===== src/rtl/edge_period_meter_pkg.sv =====
// Receiver common types: measurement FSM states and
// an all-ones count helper for saturating counters.
package edge_period_meter_pkg;

   typedef enum logic [1:0] {
      IDLE    = 2'd0,
      ARM     = 2'd1,
      MEASURE = 2'd2
   } state_t;

   function automatic logic [63:0] all_ones(input int w);
      return (64'd1 << w) - 64'd1;
   endfunction

endpackage


===== src/rtl/edge_period_meter_if.sv =====
// Period result stream: valid/ready handshake carrying
// the measured period in clk cycles.
interface edge_period_meter_if #(
   parameter int DW = 16
);
   logic [DW-1:0] period_o;
   logic          valid_o;
   logic          ready_i;

   modport master (
      output period_o,
      output valid_o,
      input  ready_i
   );

   modport slave (
      input  period_o,
      input  valid_o,
      output ready_i
   );
endinterface


===== src/rtl/edge_period_meter_sync_edge_detect.sv =====
// Multi-flop synchroniser followed by a rising-edge
// detector; shared by the receiver front-end stages.
module sync_edge_detect #(
   parameter int SYNC_STAGES = 2
) (
   input  logic clk,
   input  logic rst,
   input  logic async_i,
   output logic level_o,
   output logic rise_o
);
   logic [SYNC_STAGES-1:0] sff;
   logic                   level_d;

   always_ff @(posedge clk or posedge rst) begin
      if (rst) begin
         sff     <= '0;
         level_d <= 1'b0;
      end else begin
         sff     <= {sff[SYNC_STAGES-2:0], async_i};
         level_d <= sff[SYNC_STAGES-1];
      end
   end

   assign level_o = sff[SYNC_STAGES-1];
   assign rise_o  = level_o & ~level_d;
endmodule


===== src/rtl/edge_period_meter.sv =====
// Rising-edge period meter: glitch reject, saturation
// timeout and a valid/ready result with sticky overrun.
module edge_period_meter
   import edge_period_meter_pkg::*;
#(
   parameter int DW          = 16,
   parameter int SYNC_STAGES = 2,
   parameter int MIN_PERIOD  = 4
) (
   input  logic clk,
   input  logic rst,
   input  logic en_i,
   input  logic clr_i,
   input  logic sig_i,
   output logic timeout_o,
   output logic overrun_o,
   edge_period_meter_if.master res
);
   localparam logic [DW-1:0] CNT_MAX = DW'(all_ones(DW));
   localparam logic [DW-1:0] MIN_CNT = DW'(MIN_PERIOD);

   state_t        state;
   state_t        state_n;
   logic [DW-1:0] cnt;
   logic [DW-1:0] cnt_n;
   logic [DW-1:0] period_q;
   logic          valid_q;
   logic          valid_n;
   logic          overrun_n;
   logic          rise;
   logic          cap;
   logic          load;
   logic          drop;
   logic          sig_level_unused;

   sync_edge_detect #(
      .SYNC_STAGES(SYNC_STAGES)
   ) u_sync (
      .clk     (clk),
      .rst     (rst),
      .async_i (sig_i),
      .level_o (sig_level_unused),
      .rise_o  (rise)
   );

   always_comb begin
      state_n   = state;
      cnt_n     = cnt;
      cap       = 1'b0;
      timeout_o = 1'b0;
      if (!en_i) begin
         state_n = IDLE;
         cnt_n   = '0;
      end else begin
         unique case (state)
            IDLE: begin
               state_n = ARM;
               cnt_n   = '0;
            end
            ARM: begin
               if (rise) begin
                  state_n = MEASURE;
                  cnt_n   = DW'(1);
               end
            end
            MEASURE: begin
               if (rise && cnt >= MIN_CNT) begin
                  cap   = 1'b1;
                  cnt_n = DW'(1);
               end else if (cnt == CNT_MAX) begin
                  // saturated: restart from ARM so no result spans the gap
                  timeout_o = 1'b1;
                  cnt_n     = '0;
                  state_n   = ARM;
               end else begin
                  cnt_n = cnt + DW'(1);
               end
            end
            default: begin
               state_n = IDLE;
               cnt_n   = '0;
            end
         endcase
      end
   end

   always_comb begin
      load      = cap & (~valid_q | res.ready_i);
      drop      = cap & valid_q & ~res.ready_i;
      valid_n   = valid_q;
      overrun_n = overrun_o;
      if (load) begin
         valid_n = 1'b1;
      end else if (valid_q & res.ready_i) begin
         valid_n = 1'b0;
      end
      if (drop) begin
         overrun_n = 1'b1;
      end else if (clr_i) begin
         overrun_n = 1'b0;
      end
   end

   always_ff @(posedge clk or posedge rst) begin
      if (rst) begin
         state     <= IDLE;
         cnt       <= '0;
         period_q  <= '0;
         valid_q   <= 1'b0;
         overrun_o <= 1'b0;
      end else begin
         state     <= state_n;
         cnt       <= cnt_n;
         valid_q   <= valid_n;
         overrun_o <= overrun_n;
         if (load) begin
            period_q <= cnt;
         end
      end
   end

   assign res.period_o = period_q;
   assign res.valid_o  = valid_q;
endmodule


===== src/flat_wrapper.sv =====
// flat-port wrapper written by rule: the top's interface ports become plain ports
module edge_period_meter_flat import edge_period_meter_pkg::*;
#(
   parameter int DW          = 16,
   parameter int SYNC_STAGES = 2,
   parameter int MIN_PERIOD  = 4
)
  (clk, rst, en_i, clr_i, sig_i, timeout_o, overrun_o, res_period_o, res_valid_o, res_ready_i);
  edge_period_meter_if #(.DW(DW)) res_i ();
  input  logic clk;
  input  logic rst;
  input  logic en_i;
  input  logic clr_i;
  input  logic sig_i;
  output logic timeout_o;
  output logic overrun_o;
  output wire logic [$bits(res_i.period_o)-1:0] res_period_o;
  output wire logic [$bits(res_i.valid_o)-1:0] res_valid_o;
  input wire logic [$bits(res_i.ready_i)-1:0] res_ready_i;
  assign res_period_o = res_i.period_o;
  assign res_valid_o = res_i.valid_o;
  assign res_i.ready_i = res_ready_i;
  edge_period_meter #(.DW(DW), .SYNC_STAGES(SYNC_STAGES), .MIN_PERIOD(MIN_PERIOD)) u_core (.clk(clk), .rst(rst), .en_i(en_i), .clr_i(clr_i), .sig_i(sig_i), .timeout_o(timeout_o), .overrun_o(overrun_o), .res(res_i));
endmodule

===== config.mk =====
export PLATFORM = sky130hd
export DESIGN_NAME = edge_period_meter_flat
export DESIGN_NICKNAME = d
export VERILOG_FILES = /design/src/rtl/edge_period_meter_pkg.sv /design/src/rtl/edge_period_meter_if.sv /design/src/rtl/edge_period_meter_sync_edge_detect.sv /design/src/rtl/edge_period_meter.sv /design/src/flat_wrapper.sv
export SDC_FILE = /design/constraint.sdc
export NUM_CORES = 1
export LEC_CHECK = 0
export ABC_CLOCK_PERIOD_IN_PS = 5700
export BUFFER_PORTS_ARGS = -buffer_cell sky130_fd_sc_hd__buf_2
export CAP_MARGIN = 25
export CORE_MARGIN = 2
export CORE_UTILIZATION = 55
export CTS_BUF_LIST = sky130_fd_sc_hd__clkbuf_4 sky130_fd_sc_hd__clkbuf_8
export DETAILED_ROUTE_END_ITERATION = 6
export PLACE_DENSITY = 0.76
export SETUP_SLACK_MARGIN = 0.05
export SYNTH_ARGS = -nofsm -noshare
export SYNTH_HDL_FRONTEND = slang
export SYNTH_SLANG_ARGS = --single-unit
export TNS_END_PERCENT = 1

===== constraint.sdc =====
create_clock -name clk -period 5.7 [get_ports clk]
set_input_delay 0.57 -clock clk [delete_from_list [all_inputs] [get_ports clk]]
set_output_delay 0.57 -clock clk [all_outputs]
set_load 0.005 [all_outputs]

== Yosys cells after proc, flatten, opt, wreduce, memory -nomap -nowiden ==
Cells that the tools add are included.

* Bits of input ports: 6
* Flip-flop bits (word level): 39
* Word-level logic and storage cells: 50
* Output and inout port bits: 19

* Equality and inequality tests: 6
* Multiplexer cells: 21
* Reduce and logical (&&, ||, !) cells: 5
* Order comparisons: 1
* Bitwise gates (word level): 9
* Add/subtract/negate cells: 1

{| class="wikitable"
|+ Operators by type and width
! kind !! count
|-
| $mux W16 || 4
|-
| $pmux W16 S2 || 1
|-
| $add A16 B1 Y16 const B || 1
|-
| $eq A16 B16 Y1 const B || 1
|-
| $ge A16 B3 Y1 const B || 1
|-
| $mux W1 || 11
|-
| $mux W2 || 4
|-
| $ne A3 B2 Y1 const B || 2
|-
| $pmux W2 S3 || 1
|-
| $and A1 B1 Y1 || 5
|-
| $reduce_bool A2 Y1 || 2
|-
| $ne A3 B3 Y1 const B || 1
|-
| $not A1 Y1 || 3
|-
| $reduce_and A3 Y1 || 1
|-
| $eq A2 B1 Y1 const B || 1
|-
| $eq A2 B2 Y1 const B || 1
|-
| $logic_not A2 Y1 || 1
|-
| $logic_and A1 B1 Y1 || 1
|-
| $or A1 B1 Y1 || 1
|}

== Depth between registers and ports, before layout ==
Gate-level depths: netlist of the first run.

* Depth after elaboration: 9
* Gate-level depth with buffers: 7
* Mapped depth without buffers: 6

== Modules after synthesis ==
From an unflattened synthesis of the first run, not the netlist that was laid out.

* Cell total of the unflattened synthesis: 188
* Area, all modules: 2033.2 um2

{| class="wikitable"
|+ Modules (own cells, without submodules)
! module !! cells each !! instances !! sequential area each (um2) !! area each (um2)
|-
| edge_period_meter || 183 || 1 || 900.9 || 1940.6
|-
| sync_edge_detect || 5 || 1 || 75.1 || 92.6
|}

== Worst setup path before layout of the first run ==
Ideal clock, no wire load.

* Path type: register -> register
* Start point: register u_core.state[0]
* End point: register u_core.period_q[0] (netlist: u_core.res.period_o[0])
* Period minus slack after synthesis: 2113 ps
* Library setup time: 125 ps
* Stages on the path, launching flop included: 8
* Arrival time: 1988 ps
* Setup slack: 3587 ps
* Required time: 5575 ps
* Path buffers: 2
* Cells stage by stage: dfrtp_1 -> inv_1 -> ha_1 -> nand2_1 -> or4b_4 -> buf_6 -> buf_12 -> mux2_4

* Longest elaborated chain between the ends: 4

{| class="wikitable"
|+ Ends and longest elaborated chain
! what !! RTL line !! source
|-
| start: declaration || edge_period_meter.sv:22 || <nowiki>state_t state;</nowiki>
|-
| start signal: assignment || edge_period_meter.sv:112 || <nowiki>state <= state_n;</nowiki>
|-
| $eq A2 B2 Y1 || edge_period_meter.sv:55 || <nowiki>unique case (state)</nowiki>
|-
| $mux W1 || edge_period_meter.sv:55 ||
|-
| $mux W1 || edge_period_meter.sv:51 || <nowiki>if (!en_i) begin</nowiki>
|-
| $and A1 B1 Y1 || edge_period_meter.sv:88 || <nowiki>load = cap & (~valid_q | res.ready_i);</nowiki>
|-
| end signal: assignment || edge_period_meter.sv:117 || <nowiki>period_q <= cnt;</nowiki>
|-
| end: declaration || edge_period_meter.sv:26 || <nowiki>logic [DW-1:0] period_q;</nowiki>
|}

No other way between the ends.
A chain may end at the register's enable or synchronous reset.

== Final worst setup path of the first run ==
* Start point: register u_core.cnt[4]
* End point: output timeout_o

* Longest elaborated chain between the ends: 5
* Elaborated cells on any way between the ends: 7
* Classes of those cells: order compare (1); eq/ne (1); mux (4); reduce/logical (1)

{| class="wikitable"
|+ Ends and longest elaborated chain
! what !! RTL line !! source
|-
| start: declaration || edge_period_meter.sv:24 || <nowiki>logic [DW-1:0] cnt;</nowiki>
|-
| start signal: assignment || edge_period_meter.sv:113 || <nowiki>cnt <= cnt_n;</nowiki>
|-
| $ge A16 B3 Y1 / $eq A16 B16 Y1 (equally long branches) || edge_period_meter.sv:67, edge_period_meter.sv:70 ||
|-
| $logic_and A1 B1 Y1 / $mux W1 (equally long branches) || edge_period_meter.sv:67, edge_period_meter.sv:70 ||
|-
| $mux W1 (*) || edge_period_meter.sv:67 || <nowiki>if (rise && cnt >= MIN_CNT) begin</nowiki>
|-
| $mux W1 (*) || edge_period_meter.sv:55 ||
|-
| $mux W1 (*) || edge_period_meter.sv:51 ||
|-
| end: declaration || flat_wrapper.sv:15 || <nowiki>output logic timeout_o;</nowiki>
|}

Every way passes the cells marked *; elsewhere a longest branch is shown, timed or not.

==> flow_summary.yaml, run 1 <==
timing:
  finalCritPeriodShare: 0.468
  slew_headroom: 0.435
  fin_skew_ns: 0.00517
  slew_violations: 0
  max_freq_ghz: 0.375
  rsz0062_at_grt: "false"
  whs_ns: 0.362
  finalHoldViolCount: 0
  period_needed_ns: 2.67
  worstMarginPinSlew_ns: 0.845
  final-setup-viol-count: 0
  fin_tns_setup_ns: 0
synth:
  synth_enable_flop_cells: 0
  ys_top_cells_by_area: "dfrtp_1, mux2_4, ha_1"
  synthCells: 181
  ys_seq_area_frac: 0.476
  synth_area_per_cell_um2: 11.3
  synthTopCellsByCount: "dfrtp_1, nor3_1, mux2_4"
  ys.flop_type: "dfrtp_1"
  syn-num-nets: 193
  synth_largest_area_cell: "dfrtp_1"
  yosysWarningCount: 0
  yosys.cell_count.top_type: "dfrtp_1"
  synth_cell_type_count: 47
  ys_seq_elements: 39
  async_flop_share: 1.00
  netlist_area_mm2: 0.00205
  synth_top_area_share: 0.476
power_and_ir_drop:
  comb_power_share: 0.142
  p_leak_nw: 1.05
  p_sw_frac: 0.279
  internal_power_mw: 0.389
  peakVddDrop_mv: 0.156
  seqPwrFrac: 0.533
  p_per_area_mw_per_mm2: 240
  p_clk_frac: 0.325
  switchingPower_mw: 0.151
die:
  fp.dieArea_mm2: 0.00423
  die_h_um: 65.1
  die_w_um: 65.1
  core_area_mm2: 0.00363
  io_pins: 25
  row_count: 22
  start_util: 0.564
clocking:
  hold_buffers: 0
  clockBufferDepth: 2
  post_cts_buffers: 0
  cts_max_level: 2
  cts.sinks: 39
  cts.clk_slew.worst_paths_ns: 0.07
  cts_tree: "done"
  clk_latency_ns: 0.30
  cts-root-buf: "clkbuf_8"
  cts_inserted_buffers: 5
  cts_resized: 0
global_route:
  grt_pass1_wl_mm: 7.06
  antenna_found_initial: 0
  track_usage: 0.221
  grt_max_degree: 40
  grt_pass1_vias: 1489
  overflow: 0
layout:
  instances_no_fill: 252
  diodes: 0
  area_growth_pct: 9.82
  layout-drive-gt1-share: 0.275
  design.final.nets: 215
setup_path:
  path_class: "reg2out"
  r2r_cells: 6
  regToRegSetupSlack_ns: 3.41
  cp-start-kind: "register"
  required_ns: 5.13
  cp_num_buf_inv: 1
  crit_path_max_incr_delay_ns: 0.72
  cp_data_arrival_time_ns: 2.10
  crit_path_end_kind: "output pin"
  crit_chain: "nand4_1 -> or4_1 -> nor3_1 -> buf_2"
  r2r-end: "u_core.cnt[14]"
  critPathTopFamily: "simple AND/OR/NAND/NOR gates"
  critical_path.slowest_cell: "or4_1"
  rr_startpoint: "u_core.state[1]"
  worst-path-max-fanout: 8
min_path:
  hold_depth: 0
  hold_path_startpoint: "u_core.u_sync.sff[0]"
  holdPathEnd: "u_core.u_sync.sff[1]"
  hp-class: "reg2reg"
route:
  drtPass1Iterations: 4
  avgRoutedWirePerCell_um: 16.0
  routed_via_density: 6.15
  num_vias: 1549
  drtIter0Drc: 144
  ant_nets: 0
  wl_mm: 4.04
  drcViolationCount: 0
placed_design:
  placedCellCount: 243
  dp_hpwl_mm: 2.86
  io_buffers: 24
  place.gp.congestion: 0.920
outcome:
  outcome: "finished clean"
flow_run:
  maxCapViolCount: 0
==> final cells by class <==
class	instances	area (µm²)
Clock buffer	5	68.8
Tap cell	48	60.1
Sequential cell	39	976
Inverter	8	30.0
Timing Repair Buffer	26	135
Fill cell	321	1380
Multi-Input combinational cell	123	967
Clock inverter	3	15.0
==> layout by cell type (no fill, tap or decap), types with 2 or more instances in the layout <==
cell        n
a211oi_1    7
xnor2_1     3
a21oi_1     4
mux2_4     10
nand4_1     5
o31ai_1     3
clkinv_2    3
dfrtp_1    39
nor4_1      3
a221oi_1    2
o211ai_1    3
buf_4       2
or4_1       3
inv_1       8
nand2_1     6
and4_1      2
xor2_1      5
nor2_1      7
mux2_2      6
nand2b_1    3
clkbuf_8    5
buf_2      24
o22ai_1     2
o2111ai_1   2
ha_1        6
o21ai_0     6
nor3_1     12
and3_1      2
nand3_1     4
==> how the worst max path moves through the flow <==
| stage | start | endpoint | slack [ns] | depth (start not counted) |
|---|---|---|---|---|
| 3_5_place_dp | u_core.u_sync.sff[1] | u_core.cnt[11] | 3.34 | 4 |
| 3_3_place_gp | u_core.cnt[5] | timeout_o | 3.42 | 4 |
| 6_report | u_core.cnt[4] | timeout_o | 3.03 | 4 |
| 2_1_floorplan | u_core.state[0] | u_core.res.period_o[0] | 3.59 | 7 |
| 5_1_grt | u_core.cnt[4] | timeout_o | 2.91 | 4 |
| 4_1_cts | u_core.cnt[4] | timeout_o | 3.04 | 4 |
==> flip-flops by register name (all words and copies together), names as in the netlist <==
| name | count |
|---|---|
| u_core.cnt | 16 |
| u_core.res.valid_o | 1 |
| u_core.u_sync.sff | 2 |
| u_core.overrun_o | 1 |
| u_core.res.period_o | 16 |
| u_core.u_sync.level_d | 1 |
| u_core.state | 2 |
==> stage by stage <==
stage	total power, mW	setup slack, ns	area, µm²	util
after global placement	0.358	3.42	2160	0.595
final	0.540	3.03	2250	0.620
after CTS	0.541	3.04	2240	0.618
after detailed placement	0.363	3.34	2160	0.595
after global routing	0.567	2.91	2250	0.620
after floorplan	0.348	3.59	2050	-
==> power groups by stage <==
stage	clock, mW	combinational [mW]	sequential [mW]
2_1_floorplan	0	0.0563	0.291
3_3_place_gp	0	0.0663	0.292
3_5_place_dp	0	0.0703	0.293
4_1_cts	0.182	0.0713	0.287
5_1_grt	0.193	0.0858	0.288
6_report	0.176	0.0766	0.287
==> kinds of logic (layout without fill, tap and decap cells) <==
kind of cell / after synthesis / count (layout) / synth area share
compound gates: 37 / 37 / 0.135
xor+xnor: 8 / 8 / 0.0342
fa+ha+maj: 6 / 6 / 0.0366
buf+inv: 19 / 42 / 0.0525
flops: 39 / 39 / 0.476
mux: 16 / 16 / 0.106
simple gates: 56 / 56 / 0.159
==> routing by layer <==
layer | up-vias | track usage | wire length, µm
met5 | - | 0 | 0
li1 | 722 | - | -
met1 | 779 | 0.287 | 1820
met2 | 41 | 0.354 | 1980
met4 | 0 | 0.0833 | 62
met3 | 7 | 0.0608 | 184
==> worst reg2reg max path: stages, from the launching register on <==
cell	delay, ns
dfrtp_1	0.39
inv_1	0.09
ha_1	0.22
and2_0	0.26
a21oi_1	0.50
or4b_1	0.51
a211oi_2	0.22
Note: power is estimated with default switching activity, not from simulation.
==> run 2: changes to the inputs <==
Settings changed: ABC_AREA set to 1, ABC_CLOCK_PERIOD_IN_PS 5700 to 2300, CORE_UTILIZATION 55 to 54, PLACE_DENSITY 0.76 to 0.78.
Clock period 5.7 ns to 2.3 ns, I/O delays scaled along.
==> run 2 against run 1 <==
Effect of this change:
- combinational power grew to 2.9 times the previous value
- sequential cell count stayed put
- final area grew 3.7%
- first-iteration DRC count fell by 53%
- die area increased by 2.9%
- clock power rose to 3.4 times the previous value
- worst setup slack got worse by 2.7 ns
- final cell count up 31%
- global-route usage is 0.38 points lower
- clock skew is 0.0014 ns higher
- critical path depth rose by 4
- register-to-register slack got worse by 2.9 ns
- largest cell class unchanged
- largest power group unchanged
==> flow_summary.yaml, run 2 <==
placed_design:
  dp_hpwl_mm: 2.92
  io_buffers: 24
  place.gp.congestion: 0.875
  placedCellCount: 321
timing:
  fin_tns_setup_ns: 0
  fin_skew_ns: 0.00659
  final-setup-viol-count: 0
  finalCritPeriodShare: 0.840
  rsz0062_at_grt: "false"
  period_needed_ns: 1.93
  slew_headroom: 0.680
  finalHoldViolCount: 0
  slew_violations: 0
  worstMarginPinSlew_ns: 0.480
  max_freq_ghz: 0.517
synth:
  syn-num-nets: 264
  ys_top_cells_by_area: "dfrtp_1, nand2_1, nor2_1"
  ys_seq_area_frac: 0.470
  synth_top_area_share: 0.470
  yosysWarningCount: 0
  synth_largest_area_cell: "dfrtp_1"
  yosys.cell_count.top_type: "nand2_1"
  ys_seq_elements: 39
  netlist_area_mm2: 0.00208
  async_flop_share: 1.00
  synth_enable_flop_cells: 0
  synthTopCellsByCount: "nand2_1, dfrtp_1, nor2_1"
  synth_cell_type_count: 27
  synthCells: 252
  ys.flop_type: "dfrtp_1"
  synth_area_per_cell_um2: 8.24
outcome:
  outcome: "finished clean"
global_route:
  grt_max_degree: 40
  track_usage: 0.217
  grt_pass1_wl_mm: 6.95
  grt_pass1_vias: 1505
  overflow: 0
  antenna_found_initial: 0
setup_path:
  required_ns: 2.07
  cp-start-kind: "register"
  path_class: "reg2out"
  cp_data_arrival_time_ns: 1.70
  crit_path_max_incr_delay_ns: 0.38
  worst-path-max-fanout: 5
  crit_chain: "inv_1 -> nand2_1 -> nor2_1 -> nand2_2 -> a21oi_1 -> inv_1 -> nor2_1 -> buf_2"
  crit_path_end_kind: "output pin"
  critical_path.slowest_cell: "dfrtp_1"
power_and_ir_drop:
  p_per_area_mw_per_mm2: 659
  totalPowerFinal_mw: 1.54
  peakVddDrop_mv: 0.429
  p_leak_nw: 1.13
layout:
  layout-drive-gt1-share: 0.217
  final_common_cell: "nand2_1"
  instances_no_fill: 329
  final_cell_mix: "nand2_1, nor2_1, dfrtp_1, inv_1, buf_2"
  design.final.nets: 292
  area_growth_pct: 12.5
  diodes: 0
clocking:
  cts_tree: "done"
  cts_inserted_buffers: 5
  cts.clk_slew.worst_paths_ns: 0.08
  cts_max_level: 2
  clk_latency_ns: 0.30
  cts-root-buf: "clkbuf_8"
  cts.sinks: 39
  post_cts_buffers: 0
  clockBufferDepth: 2
  cts_resized: 0
  hold_buffers: 0
route:
  drtIter0Drc: 67
  ant_nets: 0
  avgRoutedWirePerCell_um: 12.2
  routed_via_density: 4.94
  wl_mm: 4.01
  num_vias: 1626
  drtPass1Iterations: 4
  drcViolationCount: 0
flow_run:
  maxCapViolCount: 0
die:
  fp.dieArea_mm2: 0.00436
  die_w_um: 66
  die_h_um: 66
  io_pins: 25
  row_count: 22
  start_util: 0.563
  core_area_mm2: 0.00369
min_path:
  hp-class: "in2async"
run 2: cell count changes after synthesis, sizes merged, moves of 5 or more:
cell	delta
clkbuf	-5
nand3	+11
a211oi	-8
nand2	+72
nor2	+35
inv	+21
o21ai	+14
mux2	-16
nor3	-9
run 2: report_power, final:
| group | switching [mW] | internal [mW] | total (mW) |
|---|---|---|---|
| Clock | 0.239 | 0.351 | 0.590 |
| Combinational | 0.153 | 0.0676 | 0.221 |
| Sequential | 0.0206 | 0.706 | 0.727 |
run 2: kinds of logic after synthesis:
kind of cell / count (synthesis) / share of synthesized area
buffers and inverters: 34 / 0.0765
AND/OR/NAND/NOR: 142 / 0.306
XOR/XNOR: 8 / 0.0338
flip-flops: 39 / 0.470
adder cells (fa/ha/maj): 6 / 0.0362
AO/OA/AOI/OAI: 23 / 0.0778
run 2: worst paths after layout:
| kind | slack [ns] | startpoint | depth (start not counted) | to |
|---|---|---|---|---|
| worst max-delay path | 0.37 | u_core.cnt[3] | 8 | timeout_o |
| worst min register to register | 0.36 | u_core.u_sync.sff[0] | 0 | u_core.u_sync.sff[1] |
| min in group clk | 0.04 | sig_i | 1 | u_core.u_sync.sff[0] |
| max in group asynchronous | 1.93 | rst | 3 | u_core.cnt[5] |
| worst max register to register | 0.55 | u_core.state[1] | 7 | u_core.cnt[6] |
| worst min-delay path | 0.04 | rst | 3 | u_core.res.period_o[0] |
run 2: per-stage QoR:
step / utilization / area (µm²) / hold slack, ns / setup WS, ns
after floorplan: - / 2080 / 0.261 / 0.801
after CTS: 0.633 / 2330 / 0.0315 / 0.354
after global placement: 0.601 / 2220 / 0.338 / 0.611
final: 0.633 / 2330 / 0.0367 / 0.367
after global routing: 0.633 / 2330 / 0.0214 / 0.186
after detailed placement: 0.601 / 2220 / 0.340 / 0.528
run 2: area by class of cell:
cell class	instances	area (µm²)
clock inverters	2	35.0
inverters	30	113
well taps	48	60.1
multi-input cells	179	941
clock buffers	6	82.6
fillers	324	1350
repair buffers	25	128
flip-flops and latches	39	976
run 2: critical path: cells and delay by family, from the launching register on:
family | cells | cell delay [ns]
AOI/OAI and AO/OA | 1 | 0.22
and+or+nand+nor | 4 | 0.46
buffers and inverters | 3 | 0.35
DFF | 1 | 0.38
run 2: metal layers:
metal,GRT usage,vias up,part of all wire
li1,-,835,-
met2,0.330,31,0.47
met4,0.125,0,0.031
met1,0.277,749,0.46
met3,0.0613,11,0.039
met5,0,-,0
==> run 3: changes to the inputs <==
Settings changed: ABC_CLOCK_PERIOD_IN_PS 2300 to 1700.
Clock period 2.3 ns to 1.7 ns, I/O delays scaled along.
==> run 3 against run 2 <==
Effect of this change:
- the run now ends with hold timing left
- sequential cell count did not move
- sequential share of layout area fell by 4.3 points
- routed wire length rose by 13%
- worst setup slack got worse by 0.36 ns
- sequential power rose by 35%
- final cell count rose by 7.6%
- non-clock buffer count rose by 26
- die area did not move
- clock power rose by 8.1%
- worst hold slack got worse by 0.052 ns
- critical path type unchanged
- largest cell class is now multi-input combinational cells
==> flow_summary.yaml, run 3 (synthesis results as in run 2) <==
layout:
  area_growth_pct: 25.8
  final_cell_mix: "nand2_1, dfrtp_1, nor2_1, buf_4, inv_1"
  fill_cells: 286
  layout-drive-gt1-share: 0.389
  diodes: 0
  final_core_util: 0.708
  design.final.nets: 318
  final_common_cell: "nand2_1"
clocking:
  cts.clk_slew.worst_paths_ns: 0.07
  clk_latency_ns: 0.29
  cts-root-buf: "clkbuf_8"
  cts_tree: "done"
  clockBufferDepth: 2
  cts_inserted_buffers: 5
  cts_max_level: 2
  cts.sinks: 39
global_route:
  antenna_found_initial: 0
  grt_pass1_wl_mm: 7.45
  grt_busiest_layer: "met2"
  use_met3: 0.0562
  met2_usage: 0.378
  grt_pass1_vias: 1706
  overflow: 0
  track_usage: 0.230
  grt_use_met1: 0.279
  grt_max_degree: 40
route:
  avgRoutedWirePerCell_um: 12.8
  drtPass1Iterations: 4
  routed_via_density: 5.07
  wl_mm: 4.54
  drtIter0Drc: 156
  drcViolationCount: 0
  ant_nets: 0
  num_vias: 1795
power_and_ir_drop:
  p_per_area_mw_per_mm2: 756
  peakVddDrop_mv: 0.516
  totalPowerFinal_mw: 1.97
  p_leak_nw: 1.25
timing:
  max_freq_ghz: 0.591
  slew_violations: 0
  period_needed_ns: 1.69
  finalHoldViolCount: 39
  slew_headroom: 0.675
  fin_ws_ns: 0.00923
  finalCritPeriodShare: 0.995
  worstMarginPinSlew_ns: 0.487
  fin_skew_ns: 0.00583
  rsz0062_at_grt: "true"
  final-setup-viol-count: 0
  whs_ns: -0.0151
setup_path:
  r2r-end: "u_core.res.period_o[4]"
  crit_path_end_kind: "output pin"
  cp_data_arrival_time_ns: 1.52
  rr_startpoint: "u_core.state[0]"
  worst-path-max-fanout: 4
  crit_chain: "inv_1 -> ha_1 -> nand2_1 -> a21oi_2 -> inv_1 -> nor2_2 -> buf_2"
  cp_num_buf_inv: 3
  critical_path.slowest_cell: "dfrtp_1"
  cp-start-kind: "register"
  path_common_cell: "inv_1"
  required_ns: 1.53
  regToRegSetupSlack_ns: 0.12
  critPathTopFamily: "flip-flops"
  path_class: "reg2out"
  crit_path_max_incr_delay_ns: 0.42
  r2r_cells: 9
placed_design:
  io_buffers: 24
  dp_hpwl_mm: 2.97
  place_ws_ns: 0.0598
  place.gp.congestion: 0.816
die:
  io_pins: 25
  core_area_mm2: 0.00369
  start_util: 0.563
  fp.dieArea_mm2: 0.00436
  die_w_um: 66
  row_count: 22
  die_h_um: 66
min_path:
  hp-class: "in2async"
outcome:
  outcome: "finished, violations left"
  violations: "hold timing"
flow_run:
  maxCapViolCount: 0
## run 3: worst register-to-register path: stages (launching register included)
cell and delay (ns):
dfrtp_1 0.42, inv_1 0.09, ha_1 0.19, nand2_1 0.10, inv_2 0.09, nand3_2 0.11
inv_4 0.11, nand2_8 0.17, nand2_2 0.12, o21ai_2 0.06
## run 3: how the worst max path moves through the flow
stage,slack (ns),end,depth (start not counted),from
floorplan,0.20,u_core.res.period_o[3],10,u_core.state[0]
global placement,0.1,u_core.res.period_o[6],9,u_core.state[0]
detailed placement,0.06,u_core.res.period_o[4],9,u_core.state[0]
CTS,-0.04,timeout_o,8,u_core.cnt[7]
global route,-0.09,timeout_o,8,u_core.cnt[1]
finish,0.009,timeout_o,7,u_core.state[0]
## run 3: routing by layer
layer | wire, µm | vias up
li1 | - | 891
met1 | 1930 | 836
met2 | 2260 | 54
met3 | 220 | 14
met4 | 126 | 0
met5 | 0 | -
## run 3: per-stage QoR
| stage | setup TNS, ns | area, µm² | instances |
|---|---|---|---|
| 2_1_floorplan | 0 | 2080 | 252 |
| 3_3_place_gp | 0 | 2260 | 327 |
| 6_report | 0 | 2610 | 354 |
| 4_1_cts | -0.0409 | 2480 | 349 |
| 3_5_place_dp | 0 | 2260 | 327 |
| 5_1_grt | -0.0875 | 2610 | 354 |
## run 3: final cells by class
class	instances	area, µm²	area share
timing repair buffer	51	325	0.125
clock buffer	6	82.6	0.0316
tap	48	60.1	0.0230
clock inverter	1	5.00	0.00192
multi-input combinational	179	1040	0.398
sequential	39	980	0.375
inverter	30	119	0.0455
## run 3: power by group
part / leakage, nW / internal [mW] / total (mW) / switching, mW
clock: 0.0470 / 0.318 / 0.638 / 0.320
combinational: 0.673 / 0.123 / 0.354 / 0.231
sequential: 0.531 / 0.956 / 0.982 / 0.0259
total: 1.25 / 1.40 / 1.97 / 0.577
## run 3: repair_timing
action | 4_1_cts | 5_1_grt
endpoints found under the setup margin | 3 | 31
hold buffers | 1 | 0
pin swaps | 3 | 7
endpoints found under the hold margin | 1 | 0
buffers inserted | 14 | 5
gates resized for setup | 7 | 34
